### config.mk
export PLATFORM = sky130hd
export DESIGN_NAME = gray_conv_arbiter
export DESIGN_NICKNAME = d
export VERILOG_FILES = /design/src/rtl/gray_conv_arbiter.sv
export SDC_FILE = /design/constraint.sdc
export NUM_CORES = 1
export LEC_CHECK = 0
export CAP_MARGIN = 0
export CORE_AREA = 2 2 45 47
export CTS_BUF_LIST = sky130_fd_sc_hd__clkbuf_8
export DETAILED_ROUTE_END_ITERATION = 7
export DIE_AREA = 0 0 47 49
export MAX_ROUTING_LAYER = met4
export PLACE_DENSITY = 0.92
export SETUP_SLACK_MARGIN = 0.4
export SYNTH_ARGS = -nofsm -noshare
export SYNTH_HDL_FRONTEND = slang
export SYNTH_SLANG_ARGS = --single-unit
### constraint.sdc
create_clock -name clk -period 5.5 [get_ports clk]
set_input_delay 1.1 -clock clk [delete_from_list [all_inputs] [get_ports clk]]
set_output_delay 1.1 -clock clk [all_outputs]
set_load 0.005 [all_outputs]
### src/rtl/gray_conv_arbiter.sv
// Round-robin arbiter sharing one registered Gray<->binary converter among NREQ requesters.
// Optional statistics ports (conv_count, stall) are enabled with `define GRAY_CONV_ARB_STATS_EN.
module gray_conv_arbiter #(
  parameter int WIDTH = 4,
  parameter int NREQ  = 4,
  parameter int IDW   = $clog2(NREQ)
) (
  input  logic                  clk,
  input  logic                  rst_n,
  input  logic [NREQ-1:0]       req_valid,
  input  logic [NREQ*WIDTH-1:0] req_data,
  input  logic [NREQ-1:0]       req_mode,
  output logic [NREQ-1:0]       req_ready,
  output logic                  out_valid,
  input  logic                  out_ready,
  output logic [WIDTH-1:0]      out_data,
  output logic [IDW-1:0]        out_id
`ifdef GRAY_CONV_ARB_STATS_EN
  ,
  output logic [15:0]           conv_count,
  output logic                  stall
`endif
);

  function automatic logic [WIDTH-1:0] gray_to_bin(input logic [WIDTH-1:0] g);
    logic [WIDTH-1:0] b;
    b[WIDTH-1] = g[WIDTH-1];
    for (int i = WIDTH - 2; i >= 0; i--) begin
      b[i] = g[i] ^ b[i+1];
    end
    return b;
  endfunction

  function automatic logic [WIDTH-1:0] bin_to_gray(input logic [WIDTH-1:0] b);
    return b ^ (b >> 1);
  endfunction

  logic [IDW-1:0]   ptr;
  logic [IDW-1:0]   win_idx;
  logic [IDW-1:0]   ptr_next;
  logic             win_found;
  logic             slot_free;
  logic             accept;
  logic [WIDTH-1:0] sel_data;
  logic             sel_mode;
  logic [WIDTH-1:0] conv_p0;

  // Stage p0: scan requesters starting at ptr and convert the winner's code
  always_comb begin : arb_scan
    int k;
    k         = 0;
    win_found = 1'b0;
    win_idx   = '0;
    for (int i = 0; i < NREQ; i++) begin
      k = int'(ptr) + i;
      if (k >= NREQ) k = k - NREQ;
      if (!win_found && req_valid[k]) begin
        win_found = 1'b1;
        win_idx   = IDW'(k);
      end
    end
  end

  assign slot_free = !out_valid || out_ready;
  // Gating with rst_n keeps grants quiet while reset is held, even though the slot reads empty
  assign accept    = rst_n && slot_free && win_found;

  always_comb begin
    req_ready = '0;
    if (accept) req_ready[win_idx] = 1'b1;
  end

  assign sel_data = req_data[int'(win_idx)*WIDTH +: WIDTH];
  assign sel_mode = req_mode[win_idx];
  assign conv_p0  = sel_mode ? bin_to_gray(sel_data) : gray_to_bin(sel_data);
  assign ptr_next = (win_idx == IDW'(NREQ - 1)) ? '0 : win_idx + 1'b1;

  // Stage p1: output slot; a drain and a new accept on the same edge leave no bubble
  always_ff @(posedge clk or negedge rst_n) begin
    if (!rst_n) begin
      out_valid <= 1'b0;
      out_data  <= '0;
      out_id    <= '0;
      ptr       <= '0;
    end else if (accept) begin
      out_valid <= 1'b1;
      out_data  <= conv_p0;
      out_id    <= win_idx;
      ptr       <= ptr_next;
    end else if (out_ready) begin
      out_valid <= 1'b0;
    end
  end

`ifdef GRAY_CONV_ARB_STATS_EN
  always_ff @(posedge clk or negedge rst_n) begin
    if (!rst_n) begin
      conv_count <= '0;
      stall      <= 1'b0;
    end else begin
      stall <= out_valid && !out_ready;
      if (out_valid && out_ready && (conv_count != 16'hFFFF)) begin
        conv_count <= conv_count + 16'd1;
      end
    end
  end
`endif

endmodule

After elaboration in Yosys (flattened, before gate mapping)
Index checks and enable logic that the tools add are counted.
{"block": "totals", "ff_bits": 9, "in_bits": 27, "output_inout_bits": 11, "wordCells": 73}
{"block": "op_classes", "add_sub_neg": 8, "n_lt_le_gt_ge": 10, "n_eq_ne": 1, "shifts": 1, "muxes": 33, "bitwise": 4, "n_reduce_logical": 12}
{"cell": "< comparator 32 x 4 -> 1 bit (second input constant)", "n": 4}
{"cell": "2-to-1 mux 32 bit", "n": 4}
{"cell": "2-to-1 mux 1 bit", "n": 16}
{"cell": "indexed part select 16 x 5 -> 4 bit", "n": 1}
{"cell": "subtractor 3 x 3 -> 4 bit (second input constant)", "n": 3}
{"cell": "binary-select mux 1 bit (select 2 bit)", "n": 5}
{"cell": "2-to-1 mux 2 bit", "n": 5}
{"cell": "greater-or-equal comparator 3 bit (second input constant)", "n": 3}
{"cell": "2-to-1 mux 4 bit", "n": 2}
{"cell": "adder 2 x 2 -> 3 bit (second input constant)", "n": 2}
{"cell": "logical AND 1 bit", "n": 6}
{"cell": "zero test 1 bit", "n": 4}
{"cell": "subtractor 2 x 3 -> 4 bit (second input constant)", "n": 1}
{"cell": "bitwise XOR 4 x 3 -> 4 bit", "n": 1}
{"cell": "adder 2 x 1 -> 3 bit (second input constant)", "n": 1}
{"cell": "greater-or-equal comparator 2 x 3 -> 1 bit (second input constant)", "n": 1}
{"cell": "< comparator 2 x 3 -> 1 bit (second input constant)", "n": 1}
{"cell": "bitwise XOR 1 bit", "n": 3}
{"cell": "adder 2 x 1 -> 2 bit (second input constant)", "n": 1}
{"cell": "demux 1 bit (select 2 bit)", "n": 1}
{"cell": "equality test 2 bit (second input constant)", "n": 1}
{"cell": "greater-or-equal comparator 2 x 1 -> 1 bit (second input constant)", "n": 1}
{"cell": "nonzero test 2 bit", "n": 1}
{"cell": "logical OR 1 bit", "n": 1}

Logic depth before layout (Yosys ltp)
Gate-level depths: netlist (run 1).
{"block": "logic_depth", "ltp_word": 20, "mapped_depth": 9, "mapped_depth_nobuf": 8}

Worst setup path before layout (run 1)
OpenSTA, ideal clock, no wires.
{"block": "synth_path", "path_kind": "in2out", "start": "in req_valid[3]", "end": "out req_ready[0]", "arrival_time_ns": 2.103, "t_required_ns": 4.400, "slack_ns": 2.297, "cell_stages": 6, "n_path_buf": 0, "cell_sequence": "a21boi_1 > o22ai_1 > a21oi_2 > inv_1 > ha_1 > and2_1"}
{"block": "synth_between", "elab_chain_len": 18, "elab_cells_between_ends": 33, "cone_classes": "2 x order compare; 23 x mux; 8 x reduce/logical"}
{"item": "start: declaration", "line": "10", "rtl": "input logic [NREQ-1:0] req_valid,"}
{"item": "binary-select mux 1 bit (select 2 bit)", "line": "57", "rtl": "if (!win_found && req_valid[k]) begin"}
{"item": "2-to-1 mux 1 bit (not written as such) (2 in series)", "line": "57"}
{"item": "2-to-1 mux 1 bit", "line": "57"}
{"item": "zero test 1 bit", "line": "57"}
{"item": "logical AND 1 bit", "line": "57"}
{"item": "2-to-1 mux 1 bit", "line": "57"}
{"item": "zero test 1 bit", "line": "57"}
{"item": "logical AND 1 bit", "line": "57"}
{"item": "(+2 left out)"}
{"item": "logical AND 1 bit", "line": "57"}
{"item": "2-to-1 mux 2 bit *", "line": "57"}
{"item": "net win_idx[0]", "line": "39", "rtl": "logic [IDW-1:0] win_idx;"}
{"item": "< comparator 2 x 3 -> 1 bit (not written as such) / greater-or-equal comparator 2 x 1 -> 1 bit (equally long branches)", "line": "70", "rtl": "if (accept) req_ready[win_idx] = 1'b1;"}
{"item": "logical AND 1 bit (not written as such)", "line": "70"}
{"item": "2-to-1 mux 1 bit (not written as such)", "line": "70"}
{"item": "demux 1 bit (select 2 bit) *", "line": "70"}
{"item": "2-to-1 mux 4 bit *", "line": "70"}
{"item": "end: declaration", "line": "13", "rtl": "output logic [NREQ-1:0] req_ready,"}
Mark *: on every way through the listed nets, which the timed path passes. The rest lies on a longest branch. The select of a mux whose other input is x is not followed.

Worst setup path after layout (run 1)
{"block": "layout_path", "start": "in req_valid[3]", "end": "out req_ready[2]"}
The elaborated chain is that of the path after synthesis.

==> flow_metrics.env, run 1 <==
export IMPL_grt_pass1_wl_um=2820
export IMPL_crit_required_ns=4.40
export IMPL_hp_start="out_data[1]"
export IMPL_cp_end_kind="output pin"
export IMPL_cp_top_family="buffers and inverters"
export IMPL_dieHeight_um=49
export IMPL_portBuffers=37
export IMPL_die_area_mm2=0.00230
export IMPL_hold_depth=2
export IMPL_worstRegToRegCells=8
export IMPL_drv_cap=0
export IMPL_cts_tree="built"
export IMPL_clockRootBuffer="clkbuf_8"
export IMPL_synthArstFlopShare_pct=100
export IMPL_ys_ff_latch=9
export IMPL_yosysSeqAreaShare_pct=30.2
export IMPL_final_core_util_pct=63.5
export IMPL_synth_edf_count=0
export IMPL_slowest_delay_ns=0.58
export IMPL_pin_count=38
export IMPL_clock_skew_ns=0.00306
export IMPL_post_route_period_util_pct=80.9
export IMPL_antenna_found_initial=0
export IMPL_gr_usage_all_layers_pct=17.0
export IMPL_synth_cells=78
export IMPL_p_per_area_mw_per_mm2=337
export IMPL_peakVddDrop_mv=0.159
export IMPL_wl_per_cell_um=11.9
export IMPL_crit_chain="clkdlybuf4s50_1, and3b_1, o21ai_2, o211ai_2, inv_1, ha_1, and2_1, clkdlybuf4s50_1"
export IMPL_drc=0
export IMPL_synth_avg_cell_area_um2=9.58
export IMPL_tns_ns=0
export IMPL_via_per_inst=4.90
export IMPL_status="completed"
export IMPL_num_antenna_cells=0
export IMPL_syn_to_final_growth_pct=56.6
export IMPL_worstMarginPinSlew_ns=0.818
export IMPL_slew_viol_final=0
export IMPL_hold_path_end="out_data[1]"
export IMPL_ant_nets=0
export IMPL_initialDrtViolationCount=18
export IMPL_synth_most_common_cell="mux2i_1"
export IMPL_reg2reg_to="out_data[0]"
export IMPL_nNetsFinal=148
export IMPL_start_util_pct=40.6
export IMPL_crit_path_top_delay_cell="clkdlybuf4s50_1"
export IMPL_clkLatencyLatePin_ns=0.23
export IMPL_holdWs_ns=0.489
export IMPL_rows=16
export IMPL_max_slew_margin_pct=45.3
export IMPL_grt_overflow=0
export IMPL_finalCriticalPeriod_ns=4.45
export IMPL_cts_sinks=9
export IMPL_r2r_setup_slack_ns=3.00
export IMPL_drive_above_1_share_pct=11.2
export IMPL_synth_fp_nets=109
export IMPL_hold_viol=0
export IMPL_syn_cell_area_um2=747
export IMPL_synth_top_area_share_pct=30.2
export IMPL_synth_area_leaders="dfrtp_1, mux2i_1, ha_1"
export IMPL_place_congestion=0.778
export IMPL_hp_class="reg -> reg"
export IMPL_fin_area_mm2=0.00117
export IMPL_wirelength_um=1700
export IMPL_dp_slack_ns=1.06
export IMPL_clockBufferDepth=2
export IMPL_setup_ws_ns=1.05
export IMPL_fill_cells=175
export IMPL_grt_pass1_vias=706
export IMPL_worstPathArrival_ns=3.35
export IMPL_yosys_warnings=0
export IMPL_placed_cell_area_mm2=0.00112
export IMPL_cts_setup_buffers=0
export IMPL_dieWidth_um=47
export IMPL_cts_resized=0
export IMPL_crit_fanout=14
export IMPL_synth_common_cells="mux2i_1, dfrtp_1, nand2_1"
export IMPL_crit_buf_inv=3
export IMPL_crit_top_cell="clkdlybuf4s50_1"
export IMPL_grt_max_degree=15
export IMPL_max_freq_ghz=0.225
export IMPL_synth_cell_types=30
export IMPL_core_mm2=0.00184
export IMPL_numCtsBuffers=3
export IMPL_vias=701
export IMPL_ys_flop_type="dfrtp_1"
export IMPL_critical_path_class="in -> out"
export IMPL_clk_pin_slew_ns=0.04
export IMPL_hold_buffers=0
export IMPL_leakage_nw=0.527
export IMPL_cp_start_kind="primary input"
export IMPL_rsz0062_at_grt="no"
export IMPL_post_dp_hpwl_um=1410
export IMPL_synth_largest_area_cell="dfrtp_1"
export IMPL_h_tree_depth=1
export IMPL_first_pass_iters=7
export IMPL_setup_violations_final=0
export IMPL_r2r_start="ptr[0]"
==> layout by cell type (no fill, tap or decap), drive strengths merged <==
master / Yosys / final
clkdlybuf4s50: 0 / 37
mux2i: 11 / 11
nand2: 9 / 9
dfrtp: 9 / 9
o21ai: 8 / 8
inv: 4 / 5
and2: 4 / 4
ha: 4 / 4
mux2: 4 / 4
xnor2: 3 / 3
clkbuf: 1 / 3
nor2: 2 / 2
or2b: 2 / 2
nor2b: 2 / 2
a21oi: 2 / 2
o211ai: 2 / 2
o21bai: 1 / 1
a21boi: 1 / 1
o22ai: 1 / 1
and3b: 1 / 1
and2b: 1 / 1
o41ai: 1 / 1
xor2: 1 / 1
or4: 1 / 1
nand3: 1 / 1
==> per-layer routing <==
metal,vias up,share of wire (%),track usage [%]
li1,346,-,-
met1,317,38,18.4
met2,35,54,29.5
met3,3,7.0,1.48
met4,0,1.2,8.33
met5,-,0,-
==> report_power, final <==
part | total (mW) | leakage [nW] | switching, mW | internal, mW
sequential | 0.106 | 0.108 | 0.0157 | 0.0900
clock | 0.0743 | 0.0269 | 0.0257 | 0.0486
combinational | 0.214 | 0.392 | 0.0938 | 0.121
total | 0.394 | 0.527 | 0.135 | 0.259
==> registers in the layout (all words and copies together), names as in the netlist <==
signal,cells
out_valid,1
out_data,4
ptr,2
out_id,2
==> through the flow <==
| stage | cells | power, mW |
|---|---|---|
| after floorplan | 78 | 0.239 |
| after global placement | 139 | 0.313 |
| after detailed placement | 139 | 0.322 |
| after CTS | 143 | 0.398 |
| after global routing | 143 | 0.423 |
| final | 143 | 0.394 |
==> final cells by class <==
type                    instances  area, µm²  area share (%)
clock buffers                   3       41.3            3.53
repair buffers                 37        370            31.7
inverters                       4       15.0            1.28
multi-input cells              62        480            41.1
flip-flops and latches          9        225            19.3
well taps                      27       33.8            2.89
clock inverters                 1       3.75           0.321
==> worst max path at each step <==
stage	to	from	cells past startpoint
after detailed placement	req_ready[2]	req_valid[3]	8
after global routing	req_ready[2]	req_valid[3]	8
after floorplan	req_ready[0]	req_valid[3]	6
after CTS	req_ready[2]	req_valid[3]	8
final	req_ready[2]	req_valid[3]	8
after global placement	req_ready[3]	req_valid[3]	8
==> cells by family after synthesis <==
kind of cell | after synthesis | synth area share (%)
flip-flops | 9 | 30.2
AND/OR/NAND/NOR | 23 | 16.8
XOR/XNOR | 4 | 4.69
multiplexers | 15 | 21.3
AO/OA/AOI/OAI | 16 | 14.9
buffers and inverters | 7 | 5.53
adder cells (fa/ha/maj) | 4 | 6.70
==> worst min-delay path: cells and delay by family (launching register included) <==
kind | cells | cell delay (ns)
AO/OA/AOI/OAI | 1 | 0.06
flip-flops | 1 | 0.34
AND/OR/NAND/NOR | 1 | 0.05
(Power assumes the default switching activity.)
==> run 2, diff against run 1 <==
CORE_AREA = 2 2 46 48   (was 2 2 45 47)
DIE_AREA = 0 0 48 50   (was 0 0 47 49)
PLACE_DENSITY = 0.89   (was 0.92)
clock period = 4.41 ns   (was 5.5 ns; I/O delays follow)
==> flow_metrics.env, run 2 (synthesized netlist as in run 1, its figures left out) <==
export IMPL_h_tree_depth=1
export IMPL_vias=707
export IMPL_numCtsBuffers=3
export IMPL_crit_path_top_delay_cell="clkdlybuf4s50_1"
export IMPL_grt_pass1_wl_um=2870
export IMPL_slew_viol_final=0
export IMPL_slowest_delay_ns=0.57
export IMPL_setup_violations_final=0
export IMPL_clkLatencyLatePin_ns=0.24
export IMPL_reg2reg_to="out_data[0]"
export IMPL_r2r_setup_slack_ns=1.97
export IMPL_nNetsFinal=151
export IMPL_largest_reg_flops=4
export IMPL_max_freq_ghz=0.266
export IMPL_dieWidth_um=48
export IMPL_finalCriticalPeriod_ns=3.76
export IMPL_via_per_inst=4.84
export IMPL_core_mm2=0.00190
export IMPL_cts_sinks=9
export IMPL_highest_layer="met4"
export IMPL_crit_chain="clkdlybuf4s50_1, and3b_1, o21ai_2, o211ai_2, inv_1, ha_1, and2_1, clkdlybuf4s50_1"
export IMPL_wl_met2_um=893
export IMPL_worstMarginPinSlew_ns=0.511
export IMPL_portBuffers=37
export IMPL_peakVddDrop_mv=0.198
export IMPL_syn_to_final_growth_pct=59.6
export IMPL_hp_class="reg -> reg"
export IMPL_dp_slack_ns=0.644
export IMPL_hold_buffers=0
export IMPL_start_util_pct=39.3
export IMPL_routedLengthMet1_um=686
export IMPL_clk_pin_slew_ns=0.04
export IMPL_rsz0062_at_grt="no"
export IMPL_hold_depth=2
export IMPL_num_antenna_cells=0
export IMPL_p_per_area_mw_per_mm2=421
export IMPL_reg_top3="out_data: 4 flops, out_id: 2 flops, ptr: 2 flops"
export IMPL_worstRegToRegCells=9
export IMPL_clockBufferDepth=2
export IMPL_clockRootBuffer="clkbuf_8"
export IMPL_first_pass_iters=4
export IMPL_hold_path_end="out_id[1]"
export IMPL_drive_above_1_share_pct=13.4
export IMPL_drv_cap=0
export IMPL_pin_count=38
export IMPL_cts_setup_buffers=0
export IMPL_crit_top_cell="clkdlybuf4s50_1"
export IMPL_die_area_mm2=0.00240
export IMPL_cts_resized=0
export IMPL_grt_max_degree=13
export IMPL_initialDrtViolationCount=5
export IMPL_grt_pass1_vias=662
export IMPL_wl_per_cell_um=11.9
export IMPL_final_cell_mix="clkdlybuf4s50_1, mux2i_1, nand2_1, dfrtp_1, inv_1"
export IMPL_hp_start="out_id[1]"
export IMPL_crit_fanout=7
export IMPL_drc=0
export IMPL_met3WireLength_um=111
export IMPL_top_register="out_data"
export IMPL_antenna_found_initial=0
export IMPL_ant_nets=0
export IMPL_final_core_util_pct=62.7
export IMPL_tns_ns=0
export IMPL_worstPathArrival_ns=2.87
export IMPL_status="completed"
export IMPL_rows=16
export IMPL_dieHeight_um=50
export IMPL_cp_end_kind="output pin"
export IMPL_critical_path_class="in -> out"
export IMPL_r2r_start="ptr[0]"
export IMPL_crit_required_ns=3.53
export IMPL_clock_skew_ns=0.00200
export IMPL_setup_ws_ns=0.654
export IMPL_max_slew_margin_pct=65.9
export IMPL_post_dp_hpwl_um=1490
export IMPL_grt_overflow=0
export IMPL_leakage_nw=0.541
export IMPL_wirelength_um=1730
export IMPL_place_congestion=0.798
export IMPL_cp_start_kind="primary input"
export IMPL_hold_viol=0
export IMPL_final_common_cell="clkdlybuf4s50_1"
export IMPL_gr_usage_all_layers_pct=17.7
export IMPL_post_route_period_util_pct=85.2
export IMPL_fill_cells=164
export IMPL_cts_tree="built"
## run 2: layout make-up
type | count | area, µm² | area share, %
Clock inverter | 1 | 3.75 | 0.315
Inverter | 4 | 15.0 | 1.26
Multi-Input combinational cell | 62 | 480 | 40.3
Timing Repair Buffer | 40 | 393 | 32.9
Clock buffer | 3 | 41.3 | 3.46
Sequential cell | 9 | 225 | 18.9
Tap cell | 27 | 33.8 | 2.83
## run 2: stage by stage
stage | hold WS (ns) | cell area [µm²] | cells | power, mW
after floorplan | 0.470 | 747 | 78 | 0.298
after CTS | 0.495 | 1190 | 146 | 0.511
final | 0.485 | 1190 | 146 | 0.503
after global routing | 0.516 | 1190 | 146 | 0.547
after detailed placement | 0.485 | 1150 | 142 | 0.412
after global placement | 0.465 | 1150 | 142 | 0.396
## run 2: worst max-delay path by stage
stage | startpoint | endpoint | slack (ns) | depth (start not counted)
6_report | req_valid[3] | req_ready[2] | 0.65 | 8
5_1_grt | req_valid[3] | req_ready[2] | 0.50 | 8
4_1_cts | req_valid[3] | req_ready[2] | 0.64 | 8
3_5_place_dp | req_valid[3] | req_ready[2] | 0.64 | 8
3_3_place_gp | req_valid[3] | req_ready[3] | 0.73 | 8
2_1_floorplan | req_valid[3] | req_ready[0] | 1.64 | 6
## run 2: critical path, delay by kind of cell
kind	cells	cell delay, ns
buffers and inverters	3	1.20
and+or+nand+nor	2	0.34
AOI/OAI and AO/OA	2	0.32
adders and majority gates	1	0.13
## run 2: power by group
| part | switching, mW | internal, mW | total (mW) |
|---|---|---|---|
| logic | 0.119 | 0.156 | 0.275 |
| clock network | 0.0335 | 0.0607 | 0.0942 |
| registers | 0.0208 | 0.112 | 0.133 |
| total | 0.173 | 0.329 | 0.503 |
## run 2: routing by layer
| layer | global-route usage, % | up-vias |
|---|---|---|
| met3 | 4.40 | 5 |
| li1 | - | 353 |
| met1 | 19.2 | 318 |
| met5 | - | - |
| met2 | 28.2 | 31 |
| met4 | 9.46 | 0 |
==> run 3, diff against run 2 <==
==> constraint.sdc (replaced) <==
create_clock -name clk -period 4.41 [get_ports clk]
set_input_delay 0.882 -clock clk [delete_from_list [all_inputs] [get_ports clk]]
set_output_delay 0.882 -clock clk [all_outputs]
set_load 0.05 [all_outputs]
==> flow_metrics.env, run 3 (synthesized netlist as in run 1, its figures left out) <==
export IMPL_hp_class="reg -> reg"
export IMPL_antenna_found_initial=0
export IMPL_ant_nets=0
export IMPL_worstMarginPinSlew_ns=0.503
export IMPL_clkLatencyLatePin_ns=0.23
export IMPL_worstPathArrival_ns=2.76
export IMPL_clockBufferDepth=2
export IMPL_wirelength_um=1820
export IMPL_critical_path_class="in -> out"
export IMPL_cp_end_kind="output pin"
export IMPL_syn_to_final_growth_pct=60.6
export IMPL_max_slew_margin_pct=66.4
export IMPL_cts_sinks=9
export IMPL_holdWs_ns=0.470
export IMPL_grt_max_degree=13
export IMPL_crit_top_cell="buf_4"
export IMPL_grt_pass1_wl_um=2750
export IMPL_die_area_mm2=0.00240
export IMPL_clk_pin_slew_ns=0.04
export IMPL_final_common_cell="clkdlybuf4s50_1"
export IMPL_crit_buf_inv=4
export IMPL_grt_pass1_vias=686
export IMPL_crit_required_ns=3.53
export IMPL_wl_per_cell_um=12.5
export IMPL_reg_top3="out_data: 4 flops, out_id: 2 flops, ptr: 2 flops"
export IMPL_first_pass_iters=4
export IMPL_setup_violations_final=0
export IMPL_placed_cell_area_mm2=0.00114
export IMPL_p_per_area_mw_per_mm2=499
export IMPL_drv_cap=0
export IMPL_clock_skew_ns=0.000848
export IMPL_crit_fanout=12
export IMPL_dieHeight_um=50
export IMPL_hold_viol=0
export IMPL_dp_slack_ns=0.492
export IMPL_top_register="out_data"
export IMPL_drc=0
export IMPL_vias=729
export IMPL_leakage_nw=0.582
export IMPL_final_cell_mix="clkdlybuf4s50_1, mux2i_1, nand2_1, dfrtp_1"
export IMPL_dp_cells=142
export IMPL_portBuffers=37
export IMPL_finalCriticalPeriod_ns=3.64
export IMPL_final_core_util_pct=63.1
export IMPL_start_util_pct=39.3
export IMPL_numCtsBuffers=3
export IMPL_r2r_setup_slack_ns=2.01
export IMPL_nNetsFinal=151
export IMPL_cp_top_family="buffers and inverters"
export IMPL_clockRootBuffer="clkbuf_8"
export IMPL_num_antenna_cells=0
export IMPL_pin_count=38
export IMPL_post_dp_hpwl_um=1470
export IMPL_fin_area_mm2=0.00120
export IMPL_max_freq_ghz=0.275
export IMPL_tns_ns=0
export IMPL_peakVddDrop_mv=0.301
export IMPL_h_tree_depth=1
export IMPL_drive_above_1_share_pct=16.0
export IMPL_cp_start_kind="primary input"
export IMPL_dieWidth_um=48
export IMPL_power_uw=598
export IMPL_slew_viol_final=0
export IMPL_rsz0062_at_grt="no"
export IMPL_gr_usage_all_layers_pct=17.2
export IMPL_slowest_delay_ns=0.58
export IMPL_cts_tree="built"
export IMPL_rows=16
export IMPL_post_route_period_util_pct=82.6
export IMPL_grt_overflow=0
export IMPL_core_mm2=0.00190
export IMPL_largest_reg_flops=4
export IMPL_via_per_inst=4.99
export IMPL_crit_chain="clkdlybuf4s50_1, and2b_1, o21ai_2, o211ai_2, buf_4, inv_1, ha_1, and2_1, buf_4"
export IMPL_place_congestion=0.831
export IMPL_setup_ws_ns=0.769
export IMPL_crit_path_top_delay_cell="clkdlybuf4s50_1"
export IMPL_initialDrtViolationCount=10
export IMPL_instances_no_fill=146
export IMPL_status="completed"
==> run 3: cell types whose count changed in the layout (fill, tap and decap cells not counted), sizes merged <==
cell           before  now
dlymetal6s2s        0    2
buf                 3    5
clkdlybuf4s50      37   33
==> run 3: what timing repair did <==
action / in CTS / in global routing
setup buffers: 0 / 0
hold buffers: 0 / 0
gates resized for setup: 0 / 3
hold endpoints to repair: 0 / 0
endpoints found under the setup margin: 0 / 2
==> run 3: worst min-delay path, stage by stage, from the launching register on <==
cell and delay [ns]:
dfrtp_1 0.33, nand2_1 0.04, o21ai_0 0.06
==> run 3: power breakdown <==
part	internal (mW)	total (mW)	switching [mW]	leakage (nW)
combinational	0.156	0.371	0.215	0.447
sequential	0.112	0.133	0.0209	0.108
clock	0.0607	0.0945	0.0338	0.0269
==> run 3: per-layer routing <==
metal	vias up	share of wire [%]	GRT usage (%)
li1	354	-	-
met1	333	39	16.9
met2	37	51	28.7
met3	5	8.0	5.13
met4	0	2.0	9.46
met5	-	0	-
==> run 3: area by class of cell <==
class / instances / area [µm²]
multi-input cells: 62 / 488
inverters: 4 / 15.0
clock buffers: 3 / 41.3
repair buffers: 40 / 393
fillers: 148 / 702
flip-flops and latches: 9 / 225
well taps: 27 / 33.8
clock inverters: 1 / 3.75
==> run 3: path summary, 6_finish.rpt <==
check | endpoint | startpoint | depth (start not counted)
setup / recovery | req_ready[2] | req_valid[3] | 9
hold / removal | out_id[0] | out_id[0] | 2
setup reg to reg | out_data[0] | ptr[0] | 9
hold reg to reg | out_id[0] | out_id[0] | 2
max in group asynchronous | out_data[1] | rst_n | 2
min in group asynchronous | out_valid | rst_n | 2
